## config.mk

```make
export PLATFORM = sky130hd
export DESIGN_NAME = stack_mem_arbiter
export DESIGN_NICKNAME = d
export VERILOG_FILES = /design/src/rtl/stack_mem_arbiter.sv
export SDC_FILE = /design/constraint.sdc
export NUM_CORES = 1
export LEC_CHECK = 0
export ABC_AREA = 0
export BUFFER_PORTS_ARGS = -buffer_cell sky130_fd_sc_hd__buf_2
export CORE_ASPECT_RATIO = 1.1
export CORE_MARGIN = 10
export CORE_UTILIZATION = 34
export CTS_CLUSTER_DIAMETER = 30
export DETAILED_ROUTE_END_ITERATION = 8
export HOLD_SLACK_MARGIN = 0.05
export PLACE_DENSITY = 0.86
export SLEW_MARGIN = 20
export SYNTH_ARGS = -nofsm -noshare
export SYNTH_HDL_FRONTEND = slang
export SYNTH_SLANG_ARGS = --single-unit
```

## constraint.sdc

```tcl
create_clock -name i_clock -period 2.9 [get_ports i_clock]
set_input_delay 0.29 -clock i_clock [delete_from_list [all_inputs] [get_ports i_clock]]
set_output_delay 0.29 -clock i_clock [all_outputs]
set_load 0.01 [all_outputs]
```

## src/rtl/stack_mem_arbiter.sv

```systemverilog
// Shares the single-port stack memory between the CPU stack port and a debug/loader port.
// CPU wins by default; a starvation counter forces a debug grant, and halt mode hands the memory to debug.
module stack_mem_arbiter #(
   parameter int ADDR_W       = 8,
   parameter int DATA_W       = 16,
   parameter int STARVE_LIMIT = 4
) (
   input  logic              i_clock,
   input  logic              i_reset_n,
   input  logic              i_cpu_req,
   input  logic              i_cpu_we,
   input  logic [ADDR_W-1:0] i_cpu_addr,
   input  logic [DATA_W-1:0] i_cpu_wdata,
   output logic              o_cpu_gnt,
   output logic              o_cpu_rvalid,
   output logic [DATA_W-1:0] o_cpu_rdata,
   input  logic              i_dbg_req,
   input  logic              i_dbg_we,
   input  logic [ADDR_W-1:0] i_dbg_addr,
   input  logic [DATA_W-1:0] i_dbg_wdata,
   output logic              o_dbg_gnt,
   output logic              o_dbg_rvalid,
   output logic [DATA_W-1:0] o_dbg_rdata,
   input  logic              i_dbg_halt,
   output logic              o_halted,
   output logic              o_mem_en,
   output logic              o_mem_we,
   output logic [ADDR_W-1:0] o_mem_addr,
   output logic [DATA_W-1:0] o_mem_wdata,
   input  logic [DATA_W-1:0] i_mem_rdata
);

   localparam logic [3:0] LIMIT = 4'(STARVE_LIMIT);

   logic       halted_q;
   logic [3:0] starve_cnt;
   logic       cpu_rvalid_q;
   logic       dbg_rvalid_q;
   logic       cpu_gnt;
   logic       dbg_gnt;

   // Debug wins over a pending CPU request only once it has been denied LIMIT times in a row.
   always_comb begin
      cpu_gnt = 1'b0;
      dbg_gnt = 1'b0;
      if (halted_q) begin
         dbg_gnt = i_dbg_req;
      end else if (i_cpu_req && !(i_dbg_req && (starve_cnt == LIMIT))) begin
         cpu_gnt = 1'b1;
      end else if (i_dbg_req) begin
         dbg_gnt = 1'b1;
      end
   end

   always_comb begin
      o_mem_en    = 1'b0;
      o_mem_we    = 1'b0;
      o_mem_addr  = '0;
      o_mem_wdata = '0;
      if (cpu_gnt) begin
         o_mem_en    = 1'b1;
         o_mem_we    = i_cpu_we;
         o_mem_addr  = i_cpu_addr;
         o_mem_wdata = i_cpu_wdata;
      end else if (dbg_gnt) begin
         o_mem_en    = 1'b1;
         o_mem_we    = i_dbg_we;
         o_mem_addr  = i_dbg_addr;
         o_mem_wdata = i_dbg_wdata;
      end
   end

   always_ff @(posedge i_clock or negedge i_reset_n) begin
      if (!i_reset_n) begin
         halted_q     <= 1'b0;
         starve_cnt   <= 4'd0;
         cpu_rvalid_q <= 1'b0;
         dbg_rvalid_q <= 1'b0;
      end else begin
         halted_q     <= i_dbg_halt;
         cpu_rvalid_q <= cpu_gnt & ~i_cpu_we;
         dbg_rvalid_q <= dbg_gnt & ~i_dbg_we;
         if (dbg_gnt || !i_dbg_req) begin
            starve_cnt <= 4'd0;
         end else if (cpu_gnt && (starve_cnt != LIMIT)) begin
            starve_cnt <= starve_cnt + 4'd1;
         end
      end
   end

   assign o_cpu_gnt    = cpu_gnt;
   assign o_dbg_gnt    = dbg_gnt;
   assign o_cpu_rvalid = cpu_rvalid_q;
   assign o_dbg_rvalid = dbg_rvalid_q;
   assign o_cpu_rdata  = i_mem_rdata;
   assign o_dbg_rdata  = i_mem_rdata;
   assign o_halted     = halted_q;

endmodule

```

==> results.cfg, run 1 <==
[run_status]
outcome = finished clean

[floorplan]
die_h_um = 77.5
die_w_um = 72.3
die-area_um2 = 5600
ios = 134
coreArea_um2 = 2830
initial_utilization_pct = 36.2
num_rows = 20

[sta]
setup-violations-final = 0
fmax_ghz = 0.424
period_minus_slack_ns = 2.36
slew_viol_final = 0
skew_ns = 0.00370
worst_slew_pin_slew_ns = 0.577
final.setup.tns_ns = 0
holdWs_ns = 0.149
hold_viol_final = 0
rsz0062_at_grt = no
slew_headroom_pct = 61.4
period_share_pct = 81.3

[cells_and_area]
syn_to_final_growth_pct = 24.0
n_fill_cell = 297
layout.nets = 266
final_util_pct = 44.8
antennaDiodeCount = 0
stdcell_area_um2 = 1270
layout-drive-gt1-share_pct = 47.4

[setup_path]
required_ns = 2.61
crit_fanout = 21
setup.worst_path.start_class = flip-flop
worstPathArrival_ns = 2.07
crit_type = reg2out
end_kind = output port

[grt]
grt_pass1_wl_um = 4660
grt_max_degree = 33
track_usage_pct = 9.87
met1_usage_pct = 8.93
grt_pass1_vias = 1033
met3_usage_pct = 5.60
gr-usage-met2_pct = 17.0
grt_antenna_before_repair = 0
top_usage_layer = met2
overflow = 0

[power_and_ir_drop]
ir_drop_mv = 0.164
pwr-share-seq_pct = 30.5
power.switching_mw = 0.106
power_leakage_nw = 0.947
p_comb_share_pct = 44.5
p_int_mw = 0.228
swShare_pct = 31.8
p_total_mw = 0.334
p_per_area_nw_per_um2 = 263
clkPwrFrac_pct = 25.0

[yosys]
syn_inst = 138
ys.flop_type = dfrtp_1
synthTopCellsByArea = mux2i_1, buf_4, dfrtp_1
yosysMostFrequentCell = buf_4
ys_seq_elements = 7
synth_edf_count = 0
synth_top_family_by_area = buffers and inverters
synth_nets = 211
synthSimpleGateAreaFrac_pct = 16.0
ys_warn_count = 0
synthXorXnorAreaFrac_pct = 1.71
yosysUniqueCellTypes = 20
synth.top_cell.area_share_pct = 24.5
synth_common_cells = buf_4, inv_1, mux2i_1, nand2_1, dfrtp_1
synth-seq-area-share_pct = 17.1
yosys-mux-area-fraction_pct = 24.5
yosysTopAreaCell = mux2i_1
synth_adder_area_share_pct = 2.45
ys_async_sr_fraction_pct = 100
synth_area_per_cell_um2 = 7.41
synth_compound_area_share_pct = 0
netlist_area_um2 = 1020

[clocking]
root_buffer = clkbuf_4
clockBufferDepth = 2
cts_buffers = 3
cts.sinks = 7
cts_htree_levels = 1
clk_pin_slew_ns = 0.05
post-cts-setup-buffer-count = 0
cts_tree = yes
clkLatencyLatePin_ns = 0.24

[job]
drv_cap = 0

[place]
io_buffers = 85
placed_area_um2 = 1230
place.gp.congestion = 0.730
dp_hpwl_um = 2580

[routing]
avgViaCountPerCell = 4.36
ant_nets = 0
remaining_drc_errors = 0
num_vias = 982
first_iter_violations = 14
wire_per_inst_um = 13.4
routed_wl_um = 3020
first_pass_iters = 4

[worst_hold_path]
hp-class = in2reg
[worst paths after layout]
| check | cells after the start | from | slack [ns] | end |
|---|---|---|---|---|
| max reg2reg | 6 | starve_cnt[0]$_DFFE_PN0P_ | 1.26 | starve_cnt[0]$_DFFE_PN0P_ |
| min reg2reg | 2 | starve_cnt[0]$_DFFE_PN0P_ | 0.61 | starve_cnt[0]$_DFFE_PN0P_ |
| min in group asynchronous | 2 | i_reset_n | 0.40 | o_halted$_DFF_PN0_ |
| max | 7 | starve_cnt[0]$_DFFE_PN0P_ | 0.54 | o_mem_addr[6] |
| max in group asynchronous | 2 | i_reset_n | 2.34 | starve_cnt[3]$_DFFE_PN0P_ |
| min | 1 | i_dbg_halt | 0.15 | o_halted$_DFF_PN0_ |
[cell usage in the layout, fill, tap and decap left out, drive strengths merged, types with 2 or more instances in the layout]
| master | Yosys | final |
|---|---|---|
| nand2 | 25 | 25 |
| clkbuf | 3 | 4 |
| and3 | 4 | 4 |
| ha | 2 | 2 |
| dfrtp | 7 | 7 |
| mux2i | 25 | 25 |
| buf | 35 | 87 |
| inv | 28 | 28 |
[power groups by stage]
stage	clock network [mW]	registers [mW]	logic, mW
floorplan	0	0.104	0.118
global placement	0	0.103	0.147
detailed placement	0	0.103	0.150
CTS	0.0874	0.102	0.152
global route	0.0920	0.102	0.166
finish	0.0835	0.102	0.148
[what timing repair did]
item | CTS | global route
endpoints found under the hold margin | 7 | 0
gates resized for setup | 0 | 0
hold buffers | 1 | 0
[cell families after synthesis]
kind of cell	count (synthesis)
XOR/XNOR	2
adder cells (fa/ha/maj)	2
buffers and inverters	66
flip-flops	7
multiplexers	25
AND/OR/NAND/NOR	36
[layer usage]
layer	share of wire (%)	wire length, um	vias up
met5	0	0	-
met4	2.3	70	0
met3	14	416	13
met2	48	1430	60
met1	36	1100	417
li1	-	-	492
[sequential cells by signal, indices dropped and copies added, names as in the netlist]
signal,count
o_cpu_rvalid,1
o_dbg_rvalid,1
o_halted,1
starve_cnt,4
[through the flow]
| step | setup slack (ns) | cells |
|---|---|---|
| CTS | 0.515 | 225 |
| finish | 0.542 | 225 |
| detailed placement | 0.781 | 220 |
| floorplan | 1.25 | 138 |
| global route | 0.346 | 225 |
| global placement | 0.879 | 220 |
[critical path, cell delays in order, from the launching register on]
cell      delay (ns)
dfrtp_1         0.39
inv_1           0.08
ha_1            0.15
nand4b_1        0.10
nand3b_1        0.46
buf_12          0.26
mux2i_1         0.22
buf_2           0.16
[cell type report]
class	instances	area, um^2	area share (%)
multi-input combinational	65	457	36.0
clock buffer	4	26.3	2.07
sequential	7	175	13.8
timing repair buffer	88	463	36.5
inverter	28	105	8.29
tap	33	41.3	3.26
Power figures use the tool's default switching activity.
==> run 2: changes to the inputs <==
- CORE_UTILIZATION: 34 -> 32
- PLACE_DENSITY: 0.86 -> 0.82
- clock period: 2.9 -> 2.44 ns (I/O delays scaled with it)
==> results.cfg, run 2 (synthesis results as in run 1) <==
[run_status]
outcome = finished clean

[power_and_ir_drop]
ir_drop_mv = 0.185
p_total_mw = 0.401
power_leakage_nw = 0.945
p_per_area_nw_per_um2 = 317

[place]
io_buffers = 85
place.gp.congestion = 0.693
dp_hpwl_um = 2650
dp_slack_ns = 0.690

[routing]
remaining_drc_errors = 0
ant_nets = 0
first_pass_iters = 4
num_vias = 1014
routed_wl_um = 3140
avgViaCountPerCell = 4.47
wire_per_inst_um = 13.9
first_iter_violations = 29

[grt]
grt_antenna_before_repair = 0
grt_max_degree = 33
track_usage_pct = 9.94
grt_pass1_wl_um = 4840
grt_pass1_vias = 1120
gr-usage-met2_pct = 17.9
overflow = 0
top_usage_layer = met2
met1_usage_pct = 7.61
met3_usage_pct = 5.47

[floorplan]
die_w_um = 73.9
num_rows = 21
die_h_um = 79.3
ios = 134
die-area_um2 = 5860
coreArea_um2 = 3050
initial_utilization_pct = 33.5

[job]
drv_cap = 0

[sta]
setup-violations-final = 0
worst_slew_pin_slew_ns = 0.300
final.setup.tns_ns = 0
period_minus_slack_ns = 2.01
fmax_ghz = 0.499
rsz0062_at_grt = no
period_share_pct = 82.2
slew_viol_final = 0
slew_headroom_pct = 80.0
skew_ns = 0.000959
hold_viol_final = 0
fin_ws_ns = 0.434

[worst_hold_path]
hp-class = in2reg

[setup_path]
crit_type = reg2out
worstPathArrival_ns = 1.76
required_ns = 2.20
end_kind = output port
crit_fanout = 17
setup.worst_path.start_class = flip-flop

[cells_and_area]
antennaDiodeCount = 0
layout-drive-gt1-share_pct = 47.7
n_fill_cell = 319
syn_to_final_growth_pct = 23.6
layout.cells.most_common = buf_2
layout.nets = 267
largest_register_ff_count = 4
mostFrequentLayoutCells = buf_2, inv_1, nand2_1, mux2i_1, dfrtp_1
max_flop_register = starve_cnt

[clocking]
clkLatencyLatePin_ns = 0.25
cts_buffers = 3
cts_resized = 0
cts_tree = yes
post-cts-setup-buffer-count = 0
root_buffer = clkbuf_4
hold_buffers = 1
clk_pin_slew_ns = 0.05
cts.sinks = 7
clockBufferDepth = 2
cts_htree_levels = 1
[run 2: cell types whose count changed in the layout (fill, tap and decap cells not counted), sizes merged]
cell / delta
buf: +1
[run 2: per-stage QoR]
step,std cells,instance area [um^2],hold slack (ns),util [%]
after floorplan,138,1020,-0.0516,-
after global placement,222,1230,0.0816,40.3
after global routing,227,1260,0.0817,41.5
after detailed placement,222,1230,0.0848,40.3
final,227,1260,0.0961,41.5
after CTS,227,1260,0.0874,41.5
[run 2: final timing paths]
kind | startpoint | end | slack (ns) | depth (start not counted)
max in group asynchronous | i_reset_n | o_halted$_DFF_PN0_ | 1.92 | 2
worst max-delay path | starve_cnt[0]$_DFFE_PN0P_ | o_mem_addr[6] | 0.43 | 7
worst min register to register | starve_cnt[0]$_DFFE_PN0P_ | starve_cnt[0]$_DFFE_PN0P_ | 0.62 | 2
worst min-delay path | i_dbg_halt | o_halted$_DFF_PN0_ | 0.1 | 1
min in group asynchronous | i_reset_n | o_dbg_rvalid$_DFF_PN0_ | 0.37 | 2
worst max register to register | starve_cnt[0]$_DFFE_PN0P_ | starve_cnt[1]$_DFFE_PN0P_ | 0.96 | 7
[run 2: final cells by class]
cell class / instances / area, um^2 / area share [%]
timing repair buffer: 89 / 458 / 36.2
multi-input combinational: 65 / 457 / 36.1
sequential: 7 / 175 / 13.9
inverter: 28 / 105 / 8.32
tap: 34 / 42.5 / 3.37
clock buffer: 4 / 26.3 / 2.08
[run 2: power breakdown]
| part | total [mW] | internal [mW] | switching (mW) |
|---|---|---|---|
| Combinational | 0.174 | 0.0879 | 0.0863 |
| Sequential | 0.121 | 0.119 | 0.00133 |
| Clock | 0.106 | 0.0624 | 0.0434 |
[run 2: worst max-delay path, stage by stage, from the launching register on]
cell and delay (ns):
dfrtp_1 0.39, inv_1 0.09, ha_1 0.15, nand4b_1 0.09, nand3b_1 0.12, buf_4 0.28
mux2i_1 0.22, buf_2 0.15
[run 2: layer usage]
metal  wire length, um  vias up
met5                 0        -
met4                93        0
met3               542       21
met2              1540       69
met1               968      429
li1                  -      495
